File: config.mk
export PLATFORM = sky130hd
export DESIGN_NAME = text_pixel_gen_flat
export DESIGN_NICKNAME = d
export VERILOG_FILES = /design/src/rtl/text_pixel_gen_pkg.sv /design/src/rtl/text_pixel_gen_if.sv /design/src/rtl/text_pixel_gen_pipe_delay.sv /design/src/rtl/text_pixel_gen.sv /design/src/flat_wrapper.sv
export SDC_FILE = /design/constraint.sdc
export NUM_CORES = 1
export LEC_CHECK = 0
export BUFFER_PORTS_ARGS = -buffer_cell sky130_fd_sc_hd__buf_4
export CAP_MARGIN = 20
export CORE_MARGIN = 3
export CORE_UTILIZATION = 48
export DETAILED_ROUTE_END_ITERATION = 8
export PLACE_DENSITY = 0.79
export SLEW_MARGIN = 30
export SYNTH_ARGS = -nofsm -noshare
export SYNTH_HDL_FRONTEND = slang
export SYNTH_HIERARCHICAL = 1
export SYNTH_SLANG_ARGS = --single-unit
File: constraint.sdc
create_clock -name clk -period 3.1 [get_ports clk]
set_input_delay 0.93 -clock clk [delete_from_list [all_inputs] [get_ports clk]]
set_output_delay 0.93 -clock clk [all_outputs]
set_load 0.005 [all_outputs]
File: src/rtl/text_pixel_gen_pkg.sv
// Shared constants and helpers for the character-cell text renderer.
// Font ROM address layout is {char[7:0], glyph_row[2:0], glyph_col[2:0]}.
package text_pkg;

   localparam int CHAR_W           = 8;
   localparam int CHAR_H           = 8;
   localparam int DEF_COLS         = 80;
   localparam int DEF_ROWS         = 60;
   localparam int DEF_BLINK_FRAMES = 32;
   localparam int DEF_TA_W         = 13;

   localparam int FONT_AD_W     = 14;
   localparam int FONT_CHAR_LSB = 6;
   localparam int FONT_ROW_LSB  = 3;
   localparam int FONT_COL_LSB  = 0;

   typedef struct packed {
      logic active;
      logic hsync;
      logic vsync;
   } timing_t;

   localparam timing_t TIMING_RESET = '{active: 1'b0, hsync: 1'b1, vsync: 1'b1};

   function automatic logic [FONT_AD_W-1:0] font_addr(input logic [7:0] ch,
                                                       input logic [2:0] row,
                                                       input logic [2:0] col);
      logic [FONT_AD_W-1:0] a;
      a = '0;
      a[FONT_CHAR_LSB +: 8] = ch;
      a[FONT_ROW_LSB  +: 3] = row;
      a[FONT_COL_LSB  +: 3] = col;
      return a;
   endfunction

endpackage

File: src/rtl/text_pixel_gen_if.sv
// Memory-side bus of the text renderer: text RAM read port and font ROM port.
interface text_pixel_gen_if #(
   parameter int TA_W = 13
) ();

   logic [TA_W-1:0]                 tram_addr;
   logic [7:0]                      tram_data;
   logic [text_pkg::FONT_AD_W-1:0]  font_ad;
   logic                            font_ce;
   logic                            font_oce;
   logic                            font_reset;
   logic                            font_dout;

   modport master (
      output tram_addr, font_ad, font_ce, font_oce, font_reset,
      input  tram_data, font_dout
   );

   modport slave (
      input  tram_addr, font_ad, font_ce, font_oce, font_reset,
      output tram_data, font_dout
   );

endinterface

File: src/rtl/text_pixel_gen_pipe_delay.sv
// Fixed-depth register delay line with a per-bit reset value.
module pipe_delay #(
   parameter int               WIDTH     = 1,
   parameter int               DEPTH     = 1,
   parameter logic [WIDTH-1:0] RESET_VAL = '0
) (
   input  logic             clk,
   input  logic             reset,
   input  logic [WIDTH-1:0] din,
   output logic [WIDTH-1:0] dout
);

   logic [WIDTH-1:0] stage_r [DEPTH];

   // Shift the input through DEPTH registers; reset loads every stage.
   always_ff @(posedge clk) begin
      if (reset) begin
         for (int i = 0; i < DEPTH; i++) begin
            stage_r[i] <= RESET_VAL;
         end
      end else begin
         stage_r[0] <= din;
         for (int i = 1; i < DEPTH; i++) begin
            stage_r[i] <= stage_r[i-1];
         end
      end
   end

   assign dout = stage_r[DEPTH-1];

endmodule

File: src/rtl/text_pixel_gen.sv
// Character-cell text renderer: pixel coordinate -> text RAM -> font ROM -> pixel,
// with a blinking underline cursor and timing signals delayed to match (3 clocks).
module text_pixel_gen
   import text_pkg::*;
#(
   parameter int COLS         = DEF_COLS,
   parameter int ROWS         = DEF_ROWS,
   parameter int BLINK_FRAMES = DEF_BLINK_FRAMES,
   parameter int TA_W         = DEF_TA_W
) (
   input  logic                    clk,
   input  logic                    reset,
   input  logic [9:0]              x_in,
   input  logic [9:0]              y_in,
   input  logic                    active_in,
   input  logic                    hsync_in,
   input  logic                    vsync_in,
   input  logic                    cursor_en,
   input  logic [6:0]              cursor_col,
   input  logic [5:0]              cursor_row,
   text_pixel_gen_if.master        mem,
   output logic                    pixel,
   output logic                    active_out,
   output logic                    hsync_out,
   output logic                    vsync_out
);

   localparam int GCOL_W = $clog2(CHAR_W);
   localparam int GROW_W = $clog2(CHAR_H);
   localparam int FC_W   = (BLINK_FRAMES > 1) ? $clog2(BLINK_FRAMES) : 1;

   logic [9-GCOL_W:0] ccol_s;
   logic [9-GROW_W:0] crow_s;
   logic [GCOL_W-1:0] gcol_s;
   logic [GROW_W-1:0] grow_s;
   logic              in_range_s;
   logic              cur_hit_s;
   logic [TA_W-1:0]   addr_s;

   logic [TA_W-1:0]   tram_addr_r;
   logic              in_range_r, in_range_d1_r, in_range_d2_r;
   logic              cur_hit_r, cur_hit_d1_r, cur_hit_d2_r;
   logic [GCOL_W-1:0] gcol_r, gcol_d1_r;
   logic [GROW_W-1:0] grow_r, grow_d1_r;

   logic              vsync_prev_r;
   logic [FC_W-1:0]   frame_cnt_r;
   logic              blink_phase_r;

   timing_t           timing_in_s;
   timing_t           timing_out_s;

   assign ccol_s = x_in[9:GCOL_W];
   assign crow_s = y_in[9:GROW_W];
   assign gcol_s = x_in[GCOL_W-1:0];
   assign grow_s = y_in[GROW_W-1:0];

   assign in_range_s = active_in & (int'(ccol_s) < COLS) & (int'(crow_s) < ROWS);
   assign addr_s     = TA_W'(crow_s) * TA_W'(COLS) + TA_W'(ccol_s);
   // Underline cursor sits on the bottom glyph row of the selected cell.
   assign cur_hit_s  = cursor_en & (ccol_s == cursor_col) & (crow_s == 7'(cursor_row))
                       & (grow_s == GROW_W'(CHAR_H - 1));

   // Stage 0: text RAM address and per-pixel attributes.
   always_ff @(posedge clk) begin
      if (reset) begin
         tram_addr_r <= '0;
         in_range_r  <= 1'b0;
         cur_hit_r   <= 1'b0;
         gcol_r      <= '0;
         grow_r      <= '0;
      end else begin
         tram_addr_r <= in_range_s ? addr_s : '0;
         in_range_r  <= in_range_s;
         cur_hit_r   <= cur_hit_s;
         gcol_r      <= gcol_s;
         grow_r      <= grow_s;
      end
   end

   // Stages 1 and 2: keep attributes aligned with the RAM and ROM read latencies.
   always_ff @(posedge clk) begin
      if (reset) begin
         in_range_d1_r <= 1'b0;
         cur_hit_d1_r  <= 1'b0;
         gcol_d1_r     <= '0;
         grow_d1_r     <= '0;
         in_range_d2_r <= 1'b0;
         cur_hit_d2_r  <= 1'b0;
      end else begin
         in_range_d1_r <= in_range_r;
         cur_hit_d1_r  <= cur_hit_r;
         gcol_d1_r     <= gcol_r;
         grow_d1_r     <= grow_r;
         in_range_d2_r <= in_range_d1_r;
         cur_hit_d2_r  <= cur_hit_d1_r;
      end
   end

   // Blink timebase: count vsync falling edges, toggle phase every BLINK_FRAMES.
   always_ff @(posedge clk) begin
      if (reset) begin
         vsync_prev_r  <= 1'b1;
         frame_cnt_r   <= '0;
         blink_phase_r <= 1'b0;
      end else begin
         vsync_prev_r <= vsync_in;
         if (vsync_prev_r & ~vsync_in) begin
            if (frame_cnt_r == FC_W'(BLINK_FRAMES - 1)) begin
               frame_cnt_r   <= '0;
               blink_phase_r <= ~blink_phase_r;
            end else begin
               frame_cnt_r <= frame_cnt_r + FC_W'(1);
            end
         end else begin
            frame_cnt_r <= frame_cnt_r;
         end
      end
   end

   assign mem.tram_addr  = tram_addr_r;
   assign mem.font_ad    = font_addr(mem.tram_data, grow_d1_r, gcol_d1_r);
   assign mem.font_ce    = 1'b1;
   assign mem.font_oce   = 1'b1;
   assign mem.font_reset = reset;

   // The ROM bit arrives straight from its output register, so the final AND is not re-registered.
   assign pixel = in_range_d2_r & (mem.font_dout | (cur_hit_d2_r & blink_phase_r));

   assign timing_in_s = {active_in, hsync_in, vsync_in};

   pipe_delay #(
      .WIDTH     (3),
      .DEPTH     (3),
      .RESET_VAL (TIMING_RESET)
   ) u_timing_delay (
      .clk   (clk),
      .reset (reset),
      .din   (timing_in_s),
      .dout  (timing_out_s)
   );

   assign active_out = timing_out_s.active;
   assign hsync_out  = timing_out_s.hsync;
   assign vsync_out  = timing_out_s.vsync;

endmodule

File: src/flat_wrapper.sv
// flat-port wrapper written by rule: the top's interface ports become plain ports
module text_pixel_gen_flat import text_pkg::*;
#(
   parameter int COLS         = DEF_COLS,
   parameter int ROWS         = DEF_ROWS,
   parameter int BLINK_FRAMES = DEF_BLINK_FRAMES,
   parameter int TA_W         = DEF_TA_W
)
  (clk, reset, x_in, y_in, active_in, hsync_in, vsync_in, cursor_en, cursor_col, cursor_row, pixel, active_out, hsync_out, vsync_out, mem_tram_addr, mem_font_ad, mem_font_ce, mem_font_oce, mem_font_reset, mem_tram_data, mem_font_dout);
  text_pixel_gen_if #(.TA_W(TA_W)) mem_i ();
  input  logic clk;
  input  logic reset;
  input  logic [9:0] x_in;
  input  logic [9:0] y_in;
  input  logic active_in;
  input  logic hsync_in;
  input  logic vsync_in;
  input  logic cursor_en;
  input  logic [6:0] cursor_col;
  input  logic [5:0] cursor_row;
  output logic pixel;
  output logic active_out;
  output logic hsync_out;
  output logic vsync_out;
  output wire logic [$bits(mem_i.tram_addr)-1:0] mem_tram_addr;
  output wire logic [$bits(mem_i.font_ad)-1:0] mem_font_ad;
  output wire logic [$bits(mem_i.font_ce)-1:0] mem_font_ce;
  output wire logic [$bits(mem_i.font_oce)-1:0] mem_font_oce;
  output wire logic [$bits(mem_i.font_reset)-1:0] mem_font_reset;
  input wire logic [$bits(mem_i.tram_data)-1:0] mem_tram_data;
  input wire logic [$bits(mem_i.font_dout)-1:0] mem_font_dout;
  assign mem_tram_addr = mem_i.tram_addr;
  assign mem_font_ad = mem_i.font_ad;
  assign mem_font_ce = mem_i.font_ce;
  assign mem_font_oce = mem_i.font_oce;
  assign mem_font_reset = mem_i.font_reset;
  assign mem_i.tram_data = mem_tram_data;
  assign mem_i.font_dout = mem_font_dout;
  text_pixel_gen #(.COLS(COLS), .ROWS(ROWS), .BLINK_FRAMES(BLINK_FRAMES), .TA_W(TA_W)) u_core (.clk(clk), .reset(reset), .x_in(x_in), .y_in(y_in), .active_in(active_in), .hsync_in(hsync_in), .vsync_in(vsync_in), .cursor_en(cursor_en), .cursor_col(cursor_col), .cursor_row(cursor_row), .mem(mem_i), .pixel(pixel), .active_out(active_out), .hsync_out(hsync_out), .vsync_out(vsync_out));
endmodule
======== Word-level counts from Yosys, hierarchy flattened ========
Memories as Yosys holds them, arrays and structs flattened.
Index checks and enable logic that the tools add are counted.
storage, ports and cells
  bits in registers ....................... 38
  bits in latches ......................... 0
  memory bits (writable) .................. 9
  ROM bits ................................ 0
  input port bits ......................... 48
  output and inout bits ................... 34
  logic and storage cells ................. 48
  memories ................................ 1
operators by class
  add/sub/neg operators ................... 2
  multiply operators ...................... 1
  div/mod/pow operators ................... 0
  magnitude comparators ................... 2
  equality and inequality tests ........... 4
  shift operators ......................... 0
  multiplexer cells ....................... 7
  bitwise operators ....................... 15
  reductions and logical operators ........ 2
memory list
  memory                         words  width  rd ports  clocked after memory_dff  wr ports  line                             source
  u_core.u_timing_delay.stage_r  3      3      3         0                         3         text_pixel_gen_pipe_delay.sv:13  logic [WIDTH-1:0] stage_r [DEPTH];
operators by type and width
  cell                 number
  $add 13x7->13        1
  $mul 7x3->9 const B  1
  $mux 3               3
  $and 1x1->1          8
  $eq 7x6->1           1
  $eq 7x7->1           1
  $lt 7x6->1 const B   1
  $lt 7x7->1 const B   1
  $add 5x1->5 const B  1
  $eq 5x5->1 const B   1
  $mux 5               1
  $or 1x1->1           4
  $eq 3x3->1 const B   1
  $mux 1               3
  $not 1->1            3
  $reduce_and 2->1     1
  $reduce_or 2->1      1

======== Depth between registers and ports, before layout ========
Gate-level depths: netlist of run 1.
  word-level depth ........................ 5
  depth in mapped cells ................... 8
  gate-level depth less buffers ........... 8

======== By module ========
The synthesis of run 1 kept the hierarchy.
by module, submodules not included
  module          times used  cells each  area each (sq um)  seq. area each (sq um)
  text_pixel_gen  1           177         1783.0             760.7
  pipe_delay      1           21          259.0              180.2

======== Least setup slack after synthesis of run 1 ========
Ideal clock, no wire load.
  kind .................................... in2reg
  start point ............................. input port y_in[4]
  end point ............................... register u_core.tram_addr_r[12] (netlist: u_core/mem.tram_addr[12])
  setup time .............................. 0.127 ns
  data arrival time ....................... 2.588 ns
  required time ........................... 2.973 ns
  setup slack ............................. 0.385 ns
  stages on the path ...................... 8
  path buffers ............................ 0
  path through ............................ ha_1 -> ha_1 -> fa_1 -> a21o_2 -> a21oi_1 -> xnor2_1 -> a31o_1 -> a21oi_1
on the way
  cells in the longest elaborated chain, start to end .. 4
  elaborated cells between the ends (all ways) .. 6
  those cells by class .................... 1 x add/sub; 1 x mul; 1 x order compare; 2 x bitwise; 1 x reduce/logical
RTL lines
  element                                                                line                  source
  from (decl)                                                            flat_wrapper.sv:14    input logic [9:0] y_in;
  parallel branches: the longest is 4 deep, another holds $add 13x7->13  n/a
  to (signal assigned)                                                   text_pixel_gen.sv:73  tram_addr_r <= in_range_s ? addr_s : '0;
  to (decl)                                                              text_pixel_gen.sv:40  logic [TA_W-1:0] tram_addr_r;
Several ways; the timed one is not identified.
A chain may end at the register's enable or synchronous reset.

======== Final worst setup path of run 1 ========
  start point ............................. input port y_in[4]
  end point ............................... register u_core.tram_addr_r[11] (netlist: u_core/mem.tram_addr[11])
The elaborated chain is that of the path after synthesis.

==> results.ini, run 1 <==
[final_layout]
area_growth_pct=25.2
design_area_um2=2560
finalNonFillerCells=303
antenna_cells=0
drive_gt1_share_pct=30.0
final_nets=317

[timing]
rsz0062_at_grt=false
setup_tns_ns=0
fmax_mhz=377
fin_crit_ns=2.65
setup_viol=0
slew_violations=0
finClkSkew_ns=0.00572
hold_viol=0
timing.final.crit_share_pct=85.5

[clocking]
cts_buffer_depth=2
holdBufCountCts=0
cts_setup_buffers=0
cts_root_buf=clkbuf_8
htreeDepth=2
cts_num_sinks=47
numCtsBuffers=5
clk_latency_ns=0.30
cts-resized-gates=0
clk_pin_slew_ns=0.09
cts_tree=yes

[logic_synthesis]
synth_area_per_cell_um2=10.3
muxShareOfSynthArea_pct=0.980
yosysSeqAreaShare_pct=46.1
synthAdderAreaFrac_pct=11.2
synth_edf_count=0
ys.warnings.count=6
synth_top_cell_by_area=dfxtp_1
netlist_area_um2=2040
synth-simple-area-share_pct=20.2
syn_inst=198
synthArstFlopShare_pct=0
yosys_register_bits=47
synth-xor-area-share_pct=9.44
synthFlopType=dfxtp_1
synth_cell_types=35
synth_compound_area_share_pct=5.94
synth_top_family_by_area=simple AND/OR/NAND/NOR gates
yosys.area.top_type_share_pct=46.1
yosys-top-cells-area=dfxtp_1 (46%), ha_1 (9.2%), xnor2_1 (8.1%)
synthTopCellsByCount=dfxtp_1 (47), nor2b_1 (20), xnor2_1 (19), ha_1 (15), nor2_1 (15)
synth.most_common_cell=dfxtp_1

[critical_path]
critPathMaxFanout=4
path_cells=buf_4, ha_1, ha_1, fa_1, xor2_1, nand2_1, nor4_2, xnor2_1, nor2_1
critPathBufInv=1
required_ns=3.28
startpoint_type=primary input
cp-end-kind=register
arrival_ns=2.83
path_class=primary input to register
path_delay_family=adder cells
slowest_delay_ns=0.40
crit_path_frequent_cell=ha_1
critPathSlowestCell=fa_1

[die]
die_area_um2=5070
initial_core_util_pct=50.3
ios=82
row_count=23
coreArea_um2=4060
die-height_um=71.2
fp.dieW_um=71.2

[detailed_routing]
ant_nets=0
drc=0
vias=1471
drtIter0Drc=37
finalWirelength_mm=3.94
drt-vias-per-instance=4.85
wl_per_cell_um=13.0
first_pass_iters=5

[min_path]
worstHoldPathType=register to register

[placement]
place_congestion=0.779
post-place-cells=295
port_buffers=63
place_hpwl_mm=3.14
postPlaceCellArea_um2=2460

[grt]
antenna_found_initial=0
grt_pass1_wl_mm=6.63
grt_pass1_vias=1517
track_usage_pct=16.3
overflow=0
grt_max_degree=35

[pwr]
vdd_drop_max_mv=0.192
power_leakage_uw=0.00115
power.total_uw=1210
powerDensity_nw_per_um2=471

[run_status]
status=complete, no violations

[job]
maxCapViolations=0

==> through the flow <==
step	setup WS, ns	hold slack (ns)	util (%)
2_1_floorplan	0.385	0.383	-
5_1_grt	0.327	0.429	63.0
3_5_place_dp	0.127	0.395	60.7
3_3_place_gp	0.171	0.384	60.7
6_report	0.449	0.412	63.0
4_1_cts	0.451	0.417	63.0
==> cell usage in the layout, fill, tap and decap left out, types with 2 or more instances in the layout <==
cell type	n
nor2_1	15
a21oi_1	6
xnor2_1	19
mux2i_1	2
or2_2	2
fa_1	2
nor3_1	2
nor2b_1	20
ha_1	15
a31oi_1	2
inv_1	2
clkbuf_8	5
nand4_1	6
nor3b_1	2
dfxtp_1	47
or2_1	6
buf_4	63
clkinvlp_4	2
and2_1	7
nand3_1	3
nand2_1	2
xor2_1	3
o21ai_0	3
a21o_1	3
conb_1	2
==> metal layers <==
metal  global-route usage, %  wire length, µm  vias up
met2                    28.8             1990       47
li1                        -                -      754
met1                    18.5             1610      661
met4                    5.85               69        0
met5                       0                0        -
met3                    5.19              271        9
==> cell type report <==
cell class                 instances  area [µm²]
clock buffer                       5        68.8
clock inverter                     3        23.8
fill                             345        1500
inverter                           2        7.51
multi-input combinational        133         981
sequential                        47         941
tap                               50        62.6
timing repair buffer              63         473
==> path summary, 6_finish.rpt <==
path / start / to / slack [ns] / cells after the start
setup / recovery: y_in[4] / u_core/mem.tram_addr[11]$_SDFF_PP0_ / 0.45 / 9
hold / removal: u_core/u_timing_delay/stage_r[0][3]$_SDFF_PP1_ / u_core/u_timing_delay/stage_r[0][6]$_SDFF_PP1_ / 0.41 / 1
setup reg to reg: u_core/frame_cnt_r[0]$_SDFFE_PP0P_ / u_core/frame_cnt_r[2]$_SDFFE_PP0P_ / 1.34 / 5
hold reg to reg: u_core/u_timing_delay/stage_r[0][3]$_SDFF_PP1_ / u_core/u_timing_delay/stage_r[0][6]$_SDFF_PP1_ / 0.41 / 1
==> worst reg2reg max path: stages (launching register included) <==
cell	delay [ns]
dfxtp_1	0.35
ha_1	0.25
and3_1	0.19
ha_1	0.24
or4b_1	0.51
a21oi_1	0.14
==> flip-flops by register name, indices dropped and copies added (netlist names) <==
signal and count:
u_core/blink_phase_r 1, u_core/cur_hit_d1_r 1, u_core/cur_hit_d2_r 1, u_core/cur_hit_r 1, u_core/frame_cnt_r 5, u_core/gcol_d1_r 3
u_core/gcol_r 3, u_core/grow_d1_r 3, u_core/grow_r 3, u_core/in_range_d1_r 1, u_core/in_range_d2_r 1, u_core/in_range_r 1
u_core/mem.tram_addr 13, u_core/u_timing_delay/stage_r 9, u_core/vsync_prev_r 1
==> power breakdown <==
group	internal, µW	switching (µW)
combinational	114	98.2
clock	161	202
sequential	623	6.41
==> kinds of logic after synthesis <==
logic type	Yosys count
AO/OA/AOI/OAI	19
other	1
AND/OR/NAND/NOR	71
buffers and inverters	19
XOR/XNOR	22
multiplexers	2
flip-flops	47
adder cells (fa/ha/maj)	17
Note: power is estimated with default switching activity, not from simulation.
==> run 2: changes to the inputs <==
ABC_AREA = 1   (was not set)
CORE_UTILIZATION = 49   (was 48)
==> results.ini, run 2 <==
[clocking]
cts_tree=yes
cts_num_sinks=47
cts-resized-gates=0
cts_buffer_depth=2
clk_pin_slew_ns=0.09
clk_latency_ns=0.28
numCtsBuffers=5
holdBufCountCts=0
cts_root_buf=clkbuf_8
htreeDepth=2
cts_setup_buffers=0

[logic_synthesis]
synth_compound_area_share_pct=5.48
synth_top_family_by_area=simple AND/OR/NAND/NOR gates
synth_cell_types=30
synth_area_per_cell_um2=7.80
yosys-top-cells-area=dfxtp_1 (42%), inv_1 (8.9%), ha_1 (8.4%)
synth_top_cell_by_area=dfxtp_1
ys.warnings.count=6
synth-xor-area-share_pct=2.35
synthFlopType=dfxtp_1
synthArstFlopShare_pct=0
synth.most_common_cell=inv_1
yosys_register_bits=47
synth_edf_count=0
synth-simple-area-share_pct=24.9
muxShareOfSynthArea_pct=0
netlist_area_um2=2240
syn_inst=287
yosys.area.top_type_share_pct=42.0
synthAdderAreaFrac_pct=10.2
yosysSeqAreaShare_pct=42.0
synthTopCellsByCount=inv_1 (53), dfxtp_1 (47), nor2_1 (45), nand2_1 (44), ha_1 (15)

[timing]
fin_crit_ns=2.46
setup_tns_ns=0
hold_viol=0
setup_viol=0
fmax_mhz=407
slew_violations=0
rsz0062_at_grt=false
fin_ws_ns=0.644
timing.final.crit_share_pct=79.2
finClkSkew_ns=0.00860

[detailed_routing]
finalWirelength_mm=4.25
drtIter0Drc=46
wl_per_cell_um=10.8
vias=1840
first_pass_iters=4
drt-vias-per-instance=4.69
drc=0
ant_nets=0

[critical_path]
cp-end-kind=register
critPathSlowestCell=fa_1
startpoint_type=primary input
critPathMaxFanout=4
critPathBufInv=1
rr_worst_depth=6
regToRegEndpoint=u_core/frame_cnt_r[4]$_SDFFE_PP0P_
path_class=primary input to register
path_delay_family=adder cells
slowest_delay_ns=0.41
arrival_ns=2.65
r2r-start=u_core/frame_cnt_r[0]$_SDFFE_PP0P_
regToRegSetupSlack_ns=1.66
required_ns=3.29
path_cells=buf_4, ha_1, ha_1, fa_1, nand2_1, nand3_4, nor2_1, nand3_1, nand2_1, nor2_1

[min_path]
holdPathEnd=u_core/in_range_d1_r$_SDFF_PP0_
worstHoldPathType=register to register
hold_start=u_core/in_range_r$_SDFF_PP0_
worst_hold_path.num_cells=2

[grt]
track_usage_pct=16.7
antenna_found_initial=0
grt_pass1_vias=1727
grt_max_degree=25
grt_pass1_wl_mm=7.16
overflow=0

[final_layout]
final_nets=407
antenna_cells=0
area_growth_pct=22.7
largest_reg_flops=13
final_common_cell=buf_4
final_cell_mix=buf_4 (63), inv_1 (53), dfxtp_1 (47)
design_area_um2=2750
drive_gt1_share_pct=25.4

[die]
row_count=23
fp.dieW_um=73.6
die-height_um=73.6
die_area_um2=5420
coreArea_um2=4200
initial_core_util_pct=53.3
ios=82

[placement]
postPlaceCellArea_um2=2660
dp_worst_setup_slack_ns=0.328
port_buffers=63
place_hpwl_mm=3.41
place_congestion=0.830

[run_status]
status=complete, no violations

[pwr]
power_leakage_uw=0.00144
vdd_drop_max_mv=0.248
p_sw_uw=323
seq_power_share_pct=52.4
p_int_uw=885
power_frac_clock_pct=28.7
pwr-share-comb_pct=18.9
power.share.switching_pct=26.7
powerDensity_nw_per_um2=440

[job]
maxCapViolations=0

-- run 2: cell types whose count changed after synthesis, sizes merged, moves of 9 or more --
cell and change:
inv +55, nand2 +48, nand3 +9, nor2 +33
nor2b -20, xnor2 -17
-- run 2: routing by layer --
metal	routed length (µm)	up-vias	global-route usage, %
met3	272	2	4.79
met4	22	0	3.82
met5	0	-	0
met2	2140	46	30.2
met1	1810	821	19.2
li1	-	971	-
-- run 2: layout make-up --
type	count	area (µm²)
Tap cell	50	62.6
Fill cell	366	1460
Timing Repair Buffer	63	473
Inverter	57	219
Multi-Input combinational cell	168	968
Clock buffer	5	68.8
Clock inverter	2	13.8
Sequential cell	47	941
-- run 2: per-stage QoR --
step / utilization [%] / power [µW] / instances / hold WS (ns)
finish: 65.4 / 1210 / 392 / 0.406
global route: 65.4 / 1270 / 392 / 0.416
CTS: 65.4 / 1220 / 392 / 0.408
detailed placement: 63.4 / 875 / 385 / 0.393
global placement: 63.4 / 869 / 385 / 0.387
floorplan: - / 800 / 288 / 0.386
-- run 2: worst max path at each step --
stage / start / end / slack (ns) / cells after the start
2_1_floorplan: y_in[4] / u_core/mem.tram_addr[11]$_SDFF_PP0_ / 0.59 / 8
4_1_cts: y_in[4] / u_core/mem.tram_addr[11]$_SDFF_PP0_ / 0.65 / 10
6_report: y_in[4] / u_core/mem.tram_addr[11]$_SDFF_PP0_ / 0.64 / 10
5_1_grt: y_in[4] / u_core/mem.tram_addr[11]$_SDFF_PP0_ / 0.53 / 10
3_3_place_gp: y_in[4] / u_core/mem.tram_addr[11]$_SDFF_PP0_ / 0.39 / 9
3_5_place_dp: y_in[4] / u_core/mem.tram_addr[11]$_SDFF_PP0_ / 0.33 / 10
-- run 2: power groups by stage --
stage | clock, µW | combinational, µW | sequential [µW]
3_5_place_dp | 0 | 228 | 647
3_3_place_gp | 0 | 222 | 647
5_1_grt | 378 | 259 | 635
6_report | 346 | 228 | 633
2_1_floorplan | 0 | 153 | 647
4_1_cts | 358 | 229 | 633
-- run 2: logic make-up (layout without fill, tap and decap cells) --
| logic type | Yosys count | count (layout) |
|---|---|---|
| fa+ha+maj | 17 | 17 |
| flops | 47 | 47 |
| other cells | 1 | 2 |
| compound gates | 23 | 23 |
| xor+xnor | 6 | 6 |
| simple gates | 120 | 120 |
| buf+inv | 73 | 127 |
-- run 2: tightest hold or removal path, delay by kind of cell (launching register included) --
family	cells	cell delay [ns]
buffers and inverters	1	0.04
AND/OR/NAND/NOR	1	0.03
flip-flops	1	0.31
